==> config.mk <==
export PLATFORM = sky130hd
export DESIGN_NAME = d_input_debouncer
export DESIGN_NICKNAME = d
export VERILOG_FILES = /design/src/rtl/d_input_debouncer.sv
export SDC_FILE = /design/constraint.sdc
export NUM_CORES = 1
export LEC_CHECK = 0
export ABC_AREA = 0
export BUFFER_PORTS_ARGS = -buffer_cell sky130_fd_sc_hd__buf_2
export CAP_MARGIN = 25
export CELL_PAD_IN_SITES_DETAIL_PLACEMENT = 0
export CELL_PAD_IN_SITES_GLOBAL_PLACEMENT = 2
export CORE_MARGIN = 2
export CORE_UTILIZATION = 25
export CTS_BUF_LIST = sky130_fd_sc_hd__clkbuf_4 sky130_fd_sc_hd__clkbuf_8
export DETAILED_ROUTE_END_ITERATION = 8
export MAX_ROUTING_LAYER = met4
export PLACE_DENSITY = 0.65
export SETUP_SLACK_MARGIN = 0.5
export SYNTH_ARGS = -nofsm -noshare
export SYNTH_HDL_FRONTEND = slang
export SYNTH_SLANG_ARGS = --single-unit
==> constraint.sdc <==
create_clock -name clk -period 2.2 [get_ports clk]
set_clock_uncertainty 0.1 [all_clocks]
set_input_delay 0.22 -clock clk [delete_from_list [all_inputs] [get_ports clk]]
set_output_delay 0.22 -clock clk [all_outputs]
set_load 0.03 [all_outputs]
==> src/rtl/d_input_debouncer.sv <==
// Synchroniser plus debounce FSM producing a clean registered level q/qb.
// Optional rise/fall pulses built when DEBOUNCE_EDGE_PULSE_EN is defined.
module d_input_debouncer #(
    parameter int SYNC_STAGES     = 2,
    parameter int DEBOUNCE_CYCLES = 4
) (
    input  logic clk,
    input  logic sync_reset,
    input  logic d_raw,
    output logic q,
    output logic qb,
    output logic busy,
    output logic rise,
    output logic fall
);

    localparam int CNT_W = $clog2(DEBOUNCE_CYCLES + 1);
    localparam logic [CNT_W-1:0] CNT_LAST = CNT_W'(DEBOUNCE_CYCLES - 1);
    localparam logic [CNT_W-1:0] CNT_ONE  = CNT_W'(1);

    typedef enum logic [1:0] {
        STABLE_LO = 2'd0,
        PEND_HI   = 2'd1,
        STABLE_HI = 2'd2,
        PEND_LO   = 2'd3
    } state_e;

    logic [SYNC_STAGES-1:0] sync_q;
    logic [SYNC_STAGES-1:0] sync_d;
    logic                   s;

    state_e           state_q;
    state_e           state_d;
    logic [CNT_W-1:0] cnt_q;
    logic [CNT_W-1:0] cnt_d;
    logic             q_q;
    logic             q_d;
    logic             qb_q;
    logic             qb_d;
    logic             busy_q;
    logic             busy_d;

    always_comb begin
        sync_d = {sync_q[SYNC_STAGES-2:0], d_raw};
    end

    assign s = sync_q[SYNC_STAGES-1];

    always_comb begin
        state_d = state_q;
        cnt_d   = cnt_q;
        q_d     = q_q;
        unique case (state_q)
            STABLE_LO: begin
                if (s) begin
                    if (DEBOUNCE_CYCLES == 1) begin
                        q_d     = 1'b1;
                        state_d = STABLE_HI;
                    end else begin
                        cnt_d   = CNT_ONE;
                        state_d = PEND_HI;
                    end
                end
            end
            PEND_HI: begin
                if (!s) begin
                    cnt_d   = '0;
                    state_d = STABLE_LO;
                end else if (cnt_q == CNT_LAST) begin
                    q_d     = 1'b1;
                    cnt_d   = '0;
                    state_d = STABLE_HI;
                end else begin
                    cnt_d = cnt_q + CNT_ONE;
                end
            end
            STABLE_HI: begin
                if (!s) begin
                    if (DEBOUNCE_CYCLES == 1) begin
                        q_d     = 1'b0;
                        state_d = STABLE_LO;
                    end else begin
                        cnt_d   = CNT_ONE;
                        state_d = PEND_LO;
                    end
                end
            end
            PEND_LO: begin
                if (s) begin
                    cnt_d   = '0;
                    state_d = STABLE_HI;
                end else if (cnt_q == CNT_LAST) begin
                    q_d     = 1'b0;
                    cnt_d   = '0;
                    state_d = STABLE_LO;
                end else begin
                    cnt_d = cnt_q + CNT_ONE;
                end
            end
            default: begin
                cnt_d   = '0;
                q_d     = 1'b0;
                state_d = STABLE_LO;
            end
        endcase
    end

    // busy and qb are flopped alongside state/q so every output is registered
    always_comb begin
        busy_d = (state_d == PEND_HI) || (state_d == PEND_LO);
        qb_d   = ~q_d;
    end

    always_ff @(posedge clk) begin
        if (sync_reset) begin
            sync_q  <= '0;
            state_q <= STABLE_LO;
            cnt_q   <= '0;
            q_q     <= 1'b0;
            qb_q    <= 1'b1;
            busy_q  <= 1'b0;
        end else begin
            sync_q  <= sync_d;
            state_q <= state_d;
            cnt_q   <= cnt_d;
            q_q     <= q_d;
            qb_q    <= qb_d;
            busy_q  <= busy_d;
        end
    end

    assign q    = q_q;
    assign qb   = qb_q;
    assign busy = busy_q;

`ifdef DEBOUNCE_EDGE_PULSE_EN
    logic rise_q;
    logic rise_d;
    logic fall_q;
    logic fall_d;

    always_comb begin
        rise_d = q_d & ~q_q;
        fall_d = ~q_d & q_q;
    end

    always_ff @(posedge clk) begin
        if (sync_reset) begin
            rise_q <= 1'b0;
            fall_q <= 1'b0;
        end else begin
            rise_q <= rise_d;
            fall_q <= fall_d;
        end
    end

    assign rise = rise_q;
    assign fall = fall_q;
`else
    assign rise = 1'b0;
    assign fall = 1'b0;
`endif

endmodule

==> reports/qor.json, run 1 <==
{
  "status": "complete, no violations",
  "numCtsBuffers": 3,
  "grt_max_degree": 12,
  "area_growth_syn_to_layout_pct": 11.0,
  "hold_path_class": "in -> reg",
  "die_height_um": 46.2,
  "main_combinational_cell_family_by_area_after_synthesis": "simple AND/OR/NAND/NOR gates",
  "timing.hold.ws_ps": 73.5,
  "drt-vias-per-instance": 4.10,
  "floorplan.initialDensity_pct": 26.1,
  "synthesized_flop_and_latch_total": 10,
  "clk_latency_ps": 250,
  "synthMostInstantiatedCell": "dfxtp_1",
  "cell_leakage_power_uw": 0.000195,
  "netlist_top_cells_area": "dfxtp_1, buf_4, xor2_2, a2111oi_2, a2bb2oi_2",
  "synth_xor_area_share_pct": 5.62,
  "fin_crit_sh_pct": 63.3,
  "sequential_cell_area_sq_um": 200,
  "drcViolationCount": 0,
  "seq_area_frac_synth_pct": 44.9,
  "async_reset_ff_share_pct": 0,
  "cts.repair.resized": 0,
  "post-layout-total-power_uw": 369,
  "routabilityCongestion": 0.664,
  "globalRouteTotalUtil_pct": 8.84,
  "design.die.area_sq_um": 2140,
  "number_of_antenna_violations_at_the_first_check_in_global_routing": 0,
  "grt_setup_unrepaired": "no",
  "final_antenna_net_count": 0,
  "path_clk_slew_ps": 60,
  "worst_ep_arrival_time_ps": 1430,
  "placementRows": 15,
  "slew_violations": 0,
  "port_buffers": 5,
  "synth.mux.area_fraction_pct": 5.62,
  "tritoncts": "done",
  "worst_setup_path_start_kind": "register",
  "final_core_utilization_pct": 28.9,
  "synth_top_cell_by_area": "dfxtp_1",
  "synth.cell_area_sq_um": 445,
  "synth_adder_area_share_pct": 2.81,
  "fin_tns_setup_ps": 0,
  "post_synth.cell_area_avg_sq_um": 11.1,
  "totalWireLength_um": 645,
  "setup-violations-final": 0,
  "synth-compound-area-share_pct": 14.6,
  "ctsLongestPathBuffers": 2,
  "max-cap-violations": 0,
  "vias": 287,
  "fmax_mhz": 718,
  "floorplan.core_area_sq_um": 1710,
  "cts-hold-fix-buffers": 0,
  "global_route_overflow": 0,
  "worst_setup_path_end_kind": "register",
  "edff_count_synth": 0,
  "synthesis.instances": 40,
  "power_density_nw_per_um2": 746,
  "peak_supply_drop_uv": 274,
  "grt_pass1_vias": 275,
  "grt_pass1_wl_um": 1190,
  "yosysWarningCount": 0,
  "ys_top_cells_by_count": "dfxtp_1, buf_4, nor2_1",
  "filler_cell_count": 184,
  "post-cts-setup-buffers": 0,
  "hold_viol_final": 0,
  "yosysUniqueCellTypes": 24,
  "post-synth-top-area-fraction_pct": 44.9,
  "post_synth_and_or_nand_nor_area_fraction_pct": 17.1,
  "drive_above_1_share_pct": 28.9,
  "wl_per_cell_um": 9.21,
  "worstSetupPathType": "reg -> reg",
  "drt_iter0_drc": 1,
  "preCtsSetupSlack_ps": 808,
  "yosys_most_used_dff": "dfxtp_1",
  "final_net_count": 51,
  "final.setup.worst_slack_ps": 807,
  "n_antenna_cell": 0,
  "required_time_of_the_worst_setup_path_ps": 2240,
  "crit_path_max_fanout": 5,
  "htreeDepth": 1,
  "cts.sink_count": 10,
  "clock-root-buffer": "clkbuf_4",
  "pin_count": 8,
  "die_w_um": 46.2,
  "final_period_minus_worst_setup_slack_ps": 1390,
  "drt_pass1_iterations": 2,
  "total_area_of_multi_input_combinational_cells_sq_um": 211
}
cell families (layout without fill, tap and decap cells):
kind of cell,Yosys count,after routing
AOI/OAI and AO/OA,7,7
xor gates and xnor gates,2,2
adders and majority gates,1,1
buffers and inverters,5,9
DFF,10,10
muxes,2,2
other,1,2
and+or+nand+nor,12,12
registers in the layout, indices dropped and copies added (netlist names):
register and count:
busy 1, cnt_q 3, q 1, qb 1, state_q 2, sync_q 2
through the flow:
step           cells  area [sq um]
4_1_cts           70           494
3_3_place_gp      67           472
5_1_grt           70           494
2_1_floorplan     41           449
3_5_place_dp      67           472
6_report          70           494
report_power, final:
group	switching, uW	internal [uW]
Clock	56.0	62.9
Combinational	33.3	19.3
Sequential	6.03	191
cell usage in the layout, fill, tap and decap left out, types with 2 or more instances in the layout:
master	netlist	final
dfxtp_1	10	10
buf_2	0	5
nor2_1	3	3
clkbuf_4	0	3
nand3b_1	2	2
nor3_1	2	2
nor2b_1	2	2
conb_1	1	2
worst max-delay path: stages (launching register included):
cell and delay [ps]:
dfxtp_1 330, ha_1 230, and3b_1 260, a21o_1 220, o2bb2ai_1 120
worst paths after layout:
kind,slack [ps],depth (start not counted),from,end
max,810,4,cnt_q[0],q
min,70,2,d_raw,sync_q[0]
max reg2reg,810,4,cnt_q[0],q
min reg2reg,340,1,sync_q[0],sync_q[1]
metal layers:
layer,share of wire (%),up-vias,track usage (%)
met5,0,-,-
met4,1.9,0,8.57
met3,5.0,2,3.92
met2,48,5,11.9
met1,45,136,9.29
li1,-,144,-
layout make-up:
type | instances | area share (%)
multi-input combinational | 26 | 42.8
tap | 25 | 6.33
sequential | 10 | 40.5
inverter | 1 | 0.759
timing repair buffer | 5 | 5.06
clock buffer | 3 | 4.56
(Power assumes the default switching activity.)
==> run 2, diff against run 1 <==
- clock period: 2.2 -> 1.4 ns (I/O delays scaled with it)
==> reports/qor.json, run 2 (synthesized netlist as in run 1, its figures left out) <==
{
  "grt_max_degree": 12,
  "required_time_of_the_worst_setup_path_ps": 1450,
  "n_antenna_cell": 0,
  "routabilityCongestion": 0.701,
  "status": "complete, no violations",
  "total_area_of_multi_input_combinational_cells_sq_um": 265,
  "area_growth_syn_to_layout_pct": 47.5,
  "placementRows": 15,
  "die_height_um": 46.2,
  "hold_path_class": "in -> reg",
  "grt_setup_unrepaired": "yes",
  "drive_above_1_share_pct": 59.3,
  "cell_leakage_power_uw": 0.000254,
  "power_density_nw_per_um2": 996,
  "totalWireLength_um": 825,
  "reg.largest.list": "cnt_q x3, state_q x2, sync_q x2",
  "floorplan.initialDensity_pct": 26.1,
  "fin_crit_sh_pct": 90.4,
  "drt-vias-per-instance": 4.01,
  "setup-violations-final": 0,
  "ctsLongestPathBuffers": 2,
  "filler_cell_count": 176,
  "fmax_mhz": 790,
  "largest_reg_flops": 3,
  "tritoncts": "done",
  "registers.top_by_ff_count": "cnt_q",
  "fin_tns_setup_ps": 0,
  "timing.hold.ws_ps": 109,
  "global_route_overflow": 0,
  "clock-root-buffer": "clkbuf_4",
  "peak_supply_drop_uv": 371,
  "worstSetupPathType": "reg -> reg",
  "grt_pass1_vias": 320,
  "sequential_cell_area_sq_um": 213,
  "final_net_count": 59,
  "globalRouteTotalUtil_pct": 9.98,
  "wl_per_cell_um": 10.4,
  "number_of_antenna_violations_at_the_first_check_in_global_routing": 0,
  "max-cap-violations": 0,
  "drt_iter0_drc": 1,
  "cts.sink_count": 10,
  "vias": 317,
  "numCtsBuffers": 3,
  "die_w_um": 46.2,
  "hold_viol_final": 0,
  "worst_ep_arrival_time_ps": 1320,
  "design.die.area_sq_um": 2140,
  "port_buffers": 5,
  "drcViolationCount": 0,
  "final_antenna_net_count": 0,
  "path_clk_slew_ps": 60,
  "pin_count": 8,
  "clk_latency_ps": 260,
  "worst_setup_path_end_kind": "register",
  "worst_setup_path_start_kind": "register",
  "drt_pass1_iterations": 2,
  "slew_violations": 0,
  "final_period_minus_worst_setup_slack_ps": 1270,
  "grt_pass1_wl_um": 1350,
  "final_cell_mix": "buf_6, buf_4, dfxtp_2, clkbuf_4, dfxtp_1",
  "floorplan.core_area_sq_um": 1710,
  "htreeDepth": 1,
  "crit_path_max_fanout": 4
}
==> run 2: changes by cell type in the layout (fill, tap and decap cells not counted), sizes merged <==
cell	before	now
clkbuf	3	4
buf	5	12
dlygate4sd3	0	1
==> run 2: metrics by stage <==
stage | total power [uW] | area (sq um) | std cells | setup WS (ps) | util (%)
2_1_floorplan | 387 | 473 | 41 | 133 | -
3_5_place_dp | 401 | 492 | 67 | 119 | 28.8
5_1_grt | 688 | 657 | 79 | 97.4 | 38.5
4_1_cts | 658 | 649 | 78 | 132 | 38.0
6_report | 654 | 657 | 79 | 134 | 38.5
3_3_place_gp | 399 | 492 | 67 | 144 | 28.8
==> run 2: cell type report <==
type                            count  area share, %
Inverter                            1          0.571
Multi-Input combinational cell     26           40.4
Timing Repair Buffer               13           17.3
Tap cell                           25           4.76
Clock buffer                        4           4.57
Sequential cell                    10           32.4
==> run 2: final timing paths <==
check	cells past startpoint	slack, ps	startpoint	to
setup / recovery	4	130	cnt_q[1]	q
hold / removal	2	110	sync_reset	cnt_q[1]
setup reg to reg	4	130	cnt_q[1]	q
hold reg to reg	1	340	sync_q[0]	sync_q[1]
==> run 2: worst max-delay path, cell delays in order, from the launching register on <==
cell       delay (ps)
dfxtp_2           340
ha_4              170
and3b_2           250
a21o_1            190
o2bb2ai_1         120
==> run 2: repair_timing <==
item / in CTS / in global routing
buffers inserted: 6 / 1
endpoints found under the setup margin: 11 / 11
endpoints found under the hold margin: 1 / 0
resized for setup: 17 / 1
hold buffers: 1 / 0
pin swaps: 4 / 3
==> run 2: per-layer routing <==
metal	global-route usage (%)	wire [um]	share of wire (%)
met2	18.1	463	56
met4	5.14	15	1.8
met5	-	0	0
met3	4.71	25	3.0
met1	8.27	321	39
==> run 2: power by group <==
part,internal (uW),switching (uW)
sequential,299,12.4
clock,130,99.7
combinational,54.9,58.5
total,483,171
==> run 3, diff against run 2 <==
- clock period: 1.4 -> 1.6 ns (I/O delays scaled with it)
==> reports/qor.json, run 3 (synthesized netlist as in run 1, its figures left out) <==
{
  "status": "complete, no violations",
  "required_time_of_the_worst_setup_path_ps": 1650,
  "setup-violations-final": 0,
  "drt_pass1_iterations": 3,
  "fin_crit_sh_pct": 80.3,
  "clk_latency_ps": 270,
  "tritoncts": "done",
  "layout_commonest_cell": "dfxtp_1",
  "regToRegStartpoint": "cnt_q[0]",
  "r2r.worst_path.cells": 4,
  "grt_setup_unrepaired": "yes",
  "hold_path_class": "in -> reg",
  "die_w_um": 46.2,
  "totalWireLength_um": 768,
  "port_buffers": 5,
  "drcViolationCount": 0,
  "design.die.area_sq_um": 2140,
  "global_route_overflow": 0,
  "timing.critical_path.from": "cnt_q[0]",
  "path_clk_slew_ps": 70,
  "numCtsBuffers": 3,
  "drt_iter0_drc": 5,
  "peak_supply_drop_uv": 304,
  "hold_viol_final": 0,
  "worst_r2r_endpoint": "q",
  "area_growth_syn_to_layout_pct": 34.6,
  "final_cell_mix": "dfxtp_1, clkbuf_4, buf_2, buf_4",
  "grt_max_degree": 12,
  "worst_setup_path_start_kind": "register",
  "registers.top_by_ff_count": "cnt_q",
  "number_of_antenna_violations_at_the_first_check_in_global_routing": 0,
  "final_net_count": 55,
  "vias": 309,
  "htreeDepth": 1,
  "worst_setup_path_end_kind": "register",
  "die_height_um": 46.2,
  "drive_above_1_share_pct": 50.0,
  "reg.largest.list": "cnt_q x3, state_q x2, sync_q x2",
  "sequential_cell_area_sq_um": 213,
  "worstSetupPathType": "reg -> reg",
  "grt_pass1_wl_um": 1260,
  "cts.sink_count": 10,
  "slew_violations": 0,
  "filler_cell_count": 172,
  "fmax_mhz": 779,
  "cell_leakage_power_uw": 0.000226,
  "floorplan.core_area_sq_um": 1710,
  "placementRows": 15,
  "total_area_of_multi_input_combinational_cells_sq_um": 262,
  "final_antenna_net_count": 0,
  "max-cap-violations": 0,
  "clock-root-buffer": "clkbuf_4",
  "power_density_nw_per_um2": 929,
  "grt_pass1_vias": 313,
  "worst_ep_arrival_time_ps": 1330,
  "post-layout-total-power_uw": 557,
  "floorplan.initialDensity_pct": 26.1,
  "n_antenna_cell": 0,
  "largest_reg_flops": 3,
  "wl_per_cell_um": 10.2,
  "ctsLongestPathBuffers": 2,
  "capture_point_of_the_critical_path": "q",
  "fin_tns_setup_ps": 0,
  "final_period_minus_worst_setup_slack_ps": 1280,
  "routabilityCongestion": 0.740,
  "drt-vias-per-instance": 4.12,
  "r2r_slack_ps": 320,
  "globalRouteTotalUtil_pct": 9.15,
  "pin_count": 8,
  "final_core_utilization_pct": 35.1,
  "crit_path_max_fanout": 5
}
-- run 3: what timing repair did --
item / CTS / global route
setup endpoints to repair: 7 / 9
pin swaps: 2 / 0
hold endpoints to repair: 1 / 0
resized for setup: 4 / 6
buffers inserted: 2 / 1
hold buffers: 1 / 0
-- run 3: critical path, cell delays in order (launching register included) --
cell       delay, ps
dfxtp_4          350
ha_4             160
and3b_2          250
a21o_1           180
o2bb2ai_1        120
-- run 3: report_power, final --
group          internal (uW)  leakage [uW]  total (uW)  switching [uW]
Combinational           35.4      0.000123        84.8            49.4
Sequential               259     0.0000844         270            10.5
Clock                    113     0.0000184         202            88.6
Total                    408      0.000226         557             149
-- run 3: routing by layer --
metal,part of all wire [%],GRT usage (%),up-vias
li1,-,-,157
met1,47,10.4,146
met2,49,12.8,4
met3,3.0,2.35,2
met4,0.52,8.57,0
met5,0,-,-
-- run 3: metrics by stage --
stage	cells	setup slack, ps	area, sq um	hold slack, ps
after floorplan	41	333	473	130
after global placement	67	337	492	279
after detailed placement	67	303	492	279
after CTS	74	299	567	115
after global routing	75	276	599	155
final	75	316	599	138
-- run 3: worst min-delay path by stage --
stage               start  slack [ps]   endpoint  cells after the start
2_1_floorplan  sync_reset         130   cnt_q[0]                      1
3_3_place_gp        d_raw         280  sync_q[0]                      2
3_5_place_dp        d_raw         280  sync_q[0]                      2
4_1_cts        sync_reset         110  sync_q[0]                      2
5_1_grt        sync_reset         150   cnt_q[1]                      2
6_report       sync_reset         140  sync_q[0]                      2
-- run 3: cell type report --
class                   count  area share, %
repair buffers              9           10.0
flip-flops and latches     10           35.5
well taps                  25           5.22
clock buffers               4           5.01
inverters                   1          0.626
multi-input cells          26           43.6
